## src/rtl/cra32_selfcheck.sv

```systemverilog
// cra32_selfcheck: registered N-bit ripple-carry adder with a built-in
// behavioural reference check and saturating vector/error counters.
//
// Interface semantics: in_valid qualifies a/b/cin/inj_fault on the rising
// edge where it is high. There is no backpressure, so every qualified vector
// is accepted. out_valid is high for exactly one cycle per accepted vector,
// one edge after capture. While out_valid is high, s/cout/mismatch describe
// that vector. While out_valid is low, s/cout hold their last values and
// mismatch is 0.

// One full-adder cell of the ripple chain.
module cra32_fa (
    input  logic a_i,
    input  logic b_i,
    input  logic c_i,
    output logic s_o,
    output logic c_o
);
    logic p;

    // Sum and carry, built from propagate/generate terms of a single bit.
    always_comb begin
        p   = a_i ^ b_i;
        s_o = p ^ c_i;
        c_o = (a_i & b_i) | (c_i & p);
    end
endmodule

module cra32_selfcheck #(
    parameter int N     = 32,
    parameter int CNT_W = 16
) (
    input  logic             clk,
    input  logic             rst_n,
    input  logic             in_valid,
    input  logic             cin,
    input  logic [N-1:0]     a,
    input  logic [N-1:0]     b,
    input  logic             inj_fault,
    output logic [N-1:0]     s,
    output logic             cout,
    output logic             out_valid,
    output logic             mismatch,
    output logic [CNT_W-1:0] vec_count,
    output logic [CNT_W-1:0] err_count
);
    localparam logic [CNT_W-1:0] CNT_MAX = '1;
    localparam logic [CNT_W-1:0] CNT_ONE = {{(CNT_W-1){1'b0}}, 1'b1};
    localparam logic [N-1:0]     BIT0    = {{(N-1){1'b0}}, 1'b1};

    // Stage-0 operand registers.
    logic [N-1:0] a_q, a_d;
    logic [N-1:0] b_q, b_d;
    logic         cin_q, cin_d;
    logic         fault_q, fault_d;
    logic         v0_q, v0_d;

    // Stage-1 result registers and counters.
    logic [N-1:0]     s_q, s_d;
    logic             cout_q, cout_d;
    logic             out_valid_q, out_valid_d;
    logic             mismatch_q, mismatch_d;
    logic [CNT_W-1:0] vec_q, vec_d;
    logic [CNT_W-1:0] err_q, err_d;

    // Ripple chain signals.
    logic [N:0]   c;
    logic [N-1:0] sum_raw;
    logic [N-1:0] s_rca;
    logic         cout_rca;

    // Reference result.
    logic [N:0]   ref_sum;
    logic         diff;

    // Stage-0 capture: load operands only on a qualified edge, otherwise hold.
    always_comb begin
        a_d     = a_q;
        b_d     = b_q;
        cin_d   = cin_q;
        fault_d = fault_q;
        v0_d    = in_valid;
        if (in_valid) begin
            a_d     = a;
            b_d     = b;
            cin_d   = cin;
            fault_d = inj_fault;
        end
    end

    // Stage-0 register bank with asynchronous clear.
    always_ff @(posedge clk or negedge rst_n) begin
        if (!rst_n) begin
            a_q     <= '0;
            b_q     <= '0;
            cin_q   <= 1'b0;
            fault_q <= 1'b0;
            v0_q    <= 1'b0;
        end else begin
            a_q     <= a_d;
            b_q     <= b_d;
            cin_q   <= cin_d;
            fault_q <= fault_d;
            v0_q    <= v0_d;
        end
    end

    assign c[0] = cin_q;

    // Structural ripple chain: one full-adder cell per bit, carry in from below.
    for (genvar i = 0; i < N; i++) begin : g_fa
        cra32_fa u_fa (
            .a_i (a_q[i]),
            .b_i (b_q[i]),
            .c_i (c[i]),
            .s_o (sum_raw[i]),
            .c_o (c[i+1])
        );
    end

    // Fault injection flips only bit 0, so the reference must always disagree.
    always_comb begin
        s_rca    = sum_raw ^ (fault_q ? BIT0 : '0);
        cout_rca = c[N];
    end

    // Behavioural reference at N+1 bits and the compare against the chain.
    always_comb begin
        ref_sum = {1'b0, a_q} + {1'b0, b_q} + {{N{1'b0}}, cin_q};
        diff    = ({cout_rca, s_rca} != ref_sum);
    end

    // Stage-1 next state: results and counters advance only for a valid vector.
    always_comb begin
        s_d         = s_q;
        cout_d      = cout_q;
        out_valid_d = v0_q;
        mismatch_d  = 1'b0;
        vec_d       = vec_q;
        err_d       = err_q;
        if (v0_q) begin
            s_d        = s_rca;
            cout_d     = cout_rca;
            mismatch_d = diff;
            if (vec_q != CNT_MAX) begin
                vec_d = vec_q + CNT_ONE;
            end
            if (diff && (err_q != CNT_MAX)) begin
                err_d = err_q + CNT_ONE;
            end
        end
    end

    // Stage-1 register bank with asynchronous clear.
    always_ff @(posedge clk or negedge rst_n) begin
        if (!rst_n) begin
            s_q         <= '0;
            cout_q      <= 1'b0;
            out_valid_q <= 1'b0;
            mismatch_q  <= 1'b0;
            vec_q       <= '0;
            err_q       <= '0;
        end else begin
            s_q         <= s_d;
            cout_q      <= cout_d;
            out_valid_q <= out_valid_d;
            mismatch_q  <= mismatch_d;
            vec_q       <= vec_d;
            err_q       <= err_d;
        end
    end

    assign s         = s_q;
    assign cout      = cout_q;
    assign out_valid = out_valid_q;
    assign mismatch  = mismatch_q;
    assign vec_count = vec_q;
    assign err_count = err_q;
endmodule

```

## config.mk

```make
export PLATFORM = sky130hd
export DESIGN_NAME = cra32_selfcheck
export DESIGN_NICKNAME = d
export VERILOG_FILES = /design/src/rtl/cra32_selfcheck.sv
export SDC_FILE = /design/constraint.sdc
export NUM_CORES = 1
export LEC_CHECK = 0
export ABC_AREA = 1
export BUFFER_PORTS_ARGS = -buffer_cell sky130_fd_sc_hd__buf_4
export CAP_MARGIN = 20
export CORE_UTILIZATION = 45
export CTS_CLUSTER_SIZE = 14
export DETAILED_ROUTE_END_ITERATION = 10
export PLACE_DENSITY = 0.78
export SLEW_MARGIN = 20
export SYNTH_ARGS = -nofsm -noshare
export SYNTH_HDL_FRONTEND = slang
export SYNTH_SLANG_ARGS = --single-unit
```

## constraint.sdc

```tcl
create_clock -name clk -period 13.3 [get_ports clk]
set_clock_uncertainty 0.05 [all_clocks]
set_input_delay 2.66 -clock clk [delete_from_list [all_inputs] [get_ports clk]]
set_output_delay 2.66 -clock clk [all_outputs]
set_load 0.05 [all_outputs]
```

==> impl_metrics.ini <==
[synth]
synth-seq-cells = 134
synth_compound_area_share_pct = 7.35
postSynthNetCount = 1343
yosys.area_share.xor_xnor_pct = 4.78
synthCells = 1209
post_synth_fa_ha_maj_area_fraction_pct = 11.7
yosys.area.top_type = dfrtp_1
synth-edff-count = 0
synth_simple_gate_area_share_pct = 28.2
yosysUniqueCellTypes = 30
synth_top_area_share_pct = 37.3
async_flop_share_pct = 100
synthesis.area_per_instance_um2 = 7.43
synthesis.yosys.warnings = 0
synth_top_flop_cell = dfrtp_1
seq_area_frac_synth_pct = 37.3
synth.area.top_cells = dfrtp_1 37%, nand2_1 17%, inv_1 8.5%, fa_1 7.1%, o21ai_0 5.3%
syn-cell-area_um2 = 8990
synth.mux.area_fraction_pct = 0.877
synth_top_family_by_area = simple AND/OR/NAND/NOR gates

[clocking]
clockRootBuffer = clkbuf_16
cts.path.max_buffers = 2
cts_inserted_buffers = 17
clock_insertion_delay_worst_skew_ps = 440
clk_transition_reported_paths_ps = 60
ctsHtreeMaxLevel = 4
holdBufCountCts = 0
tritoncts_num_sinks = 134
cts_tree = yes

[route]
drt_wl_total_um = 22300
drt.antenna.violating_nets = 0
detail_route.wl_per_cell_um = 13.7
drt-initial-drc-count = 447
dr_total_vias = 8085
first_pass_iters = 5
residual_drc_count = 0
avgViaCountPerCell = 4.96

[critical_path]
critical_path.max_stage_delay_ps = 600
critPathMaxFanout = 6
critical_path.slowest_cell = fa_2
worst-endpoint-arrival_ps = 13200
worst_ep_required_time_ps = 13550
startpoint_type = register
critical_path.most_common_cell = fa_2
timing_worst_setup_path_type = reg -> reg
critical_path.endpoint_type = register

[timing]
worst_pin_slew_ps = 883
timing_max_transition_violations_final = 0
setup_violation_total_in_the_final_timing_report = 0
finalHoldViolations = 0
maximum_clock_frequency_mhz = 77.2
finalCriticalPeriod_ps = 12950
slew_headroom_pct = 41.1
final_min_period_over_clock_period_pct = 97.3

[die]
row_count = 51
ioPinCount = 136
initial_utilization_pct = 46.0
die_area_um2 = 20500
fp.coreArea_um2 = 19500
fp.dieW_um = 143
die_height_um = 143

[place]
place_congestion = 0.967
buffer_ports.inserted = 135
hpwlAfterDp_um = 17200

[hold_path]
holdCritPathClass = reg -> reg

[global_routing]
globalRouteOverflowTotal = 0
grt_pass1_wl_um = 36300
grt_antenna_before_repair = 0
first_global_vias = 7838
grt_usage_pct = 22.7
maximum_number_of_pins_on_one_net_before_global_route_repair = 72

[cells_and_area]
mostFrequentLayoutCell = nand2_1
drive_gt1_share_pct = 18.0
filler_instances = 1842
area.growth.synth_to_final_pct = 23.1
core_occupancy_in_the_finished_layout_pct = 56.6
fin_nets = 1485
layout.cells.most_common_list = 400 x nand2_1, 202 x inv_1, 143 x buf_4
antenna_cells_inserted = 0

[pwr]
power.total_uw = 1710
vdd_drop_max_v = 0.0000819
power.density_nw_per_um2 = 154
static-leakage-power_uw = 0.00583

[status]
outcome = complete, no violations

[run]
cap_violations = 0
[report_power, final]
group          switching (µW)  leakage [µW]  internal [µW]  total (µW)
sequential               48.2       0.00167            470         518
combinational             460       0.00388            245         705
clock                     199      0.000289            286         485
[critical path: cells and delay by family (launching register included)]
| kind | cells | cell delay [ps] |
|---|---|---|
| simple gates | 8 | 800 |
| buf+inv | 4 | 400 |
| xor+xnor | 1 | 70 |
| fa+ha+maj | 32 | 11100 |
| flops | 1 | 380 |
[logic make-up (layout without fill, tap and decap cells)]
family	Yosys count	count (layout)
fa+ha+maj	65	65
xor+xnor	49	49
simple gates	596	597
compound gates	127	127
flops	134	134
mux	7	7
buf+inv	231	385
[final cells by class]
type | count | area, µm² | area share (%)
clock buffer | 18 | 439 | 3.97
clock inverter | 14 | 163 | 1.47
inverter | 205 | 771 | 6.97
multi-input combinational | 845 | 4850 | 43.8
sequential | 134 | 3350 | 30.3
tap | 265 | 332 | 3.00
timing repair buffer | 148 | 1150 | 10.4
[through the flow]
stage | setup TNS (ps) | cell area (µm²) | instances | hold WS, ps | setup WS [ps]
after global placement | -8150 | 10300 | 1594 | 423 | -487
after detailed placement | -9680 | 10300 | 1594 | 424 | -596
after floorplan | 0 | 9000 | 1209 | 322 | 30.7
after CTS | 0 | 11000 | 1626 | 439 | 0.338
final | 0 | 11100 | 1629 | 437 | 353
after global routing | -52.3 | 11100 | 1629 | 462 | -27.6
[sequential cells by signal, indices dropped and copies added, names as in the netlist]
signal / cells
b_q: 32
vec_count: 16
out_valid: 1
s: 32
cout: 1
err_count: 16
mismatch: 1
fault_q: 1
out_valid_d: 1
cin_q: 1
a_q: 32
[routing by layer]
| layer | track usage, % | part of all wire, % | up-vias |
|---|---|---|---|
| met5 | 0 | 0 | - |
| met4 | 7.78 | 2.0 | 0 |
| met3 | 3.80 | 5.4 | 33 |
| met2 | 38.0 | 47 | 213 |
| met1 | 29.9 | 46 | 3794 |
| li1 | - | - | 4045 |
[Yosys cell counts (2+ instances only)]
library cell and count:
a21oi_1 24, a21oi_2 4, clkbuf_1 24, dfrtp_1 134, fa_1 32, ha_1 33, inv_1 204, mux2_2 7
nand2_1 400, nand2_2 10, nand3_1 58, nand3_2 2, nand3b_1 10, nand4_1 26, nor2_1 60, nor2_2 5
nor3_1 17, nor4_1 4, o21ai_0 95, o21bai_1 3, xnor2_1 18, xor2_1 31
[path summary, 6_finish.rpt]
path                            endpoint  slack [ps]  cells after the start   from
hold / removal                      s[7]         440                      2   s[7]
setup / recovery           err_count[14]         350                     45  cin_q
min in group asynchronous   vec_count[3]        2130                      1  rst_n
hold reg to reg                     s[7]         440                      2   s[7]
max in group asynchronous          s[23]        9770                      2  rst_n
setup reg to reg           err_count[14]         350                     45  cin_q
[repair_timing]
action | in CTS | in global routing
resized for setup | 15 | 16
setup endpoints to repair | 17 | 17
buffers inserted | 0 | 1
pin swaps | 2 | 5
cloned | 0 | 2
(Power assumes the default switching activity.)
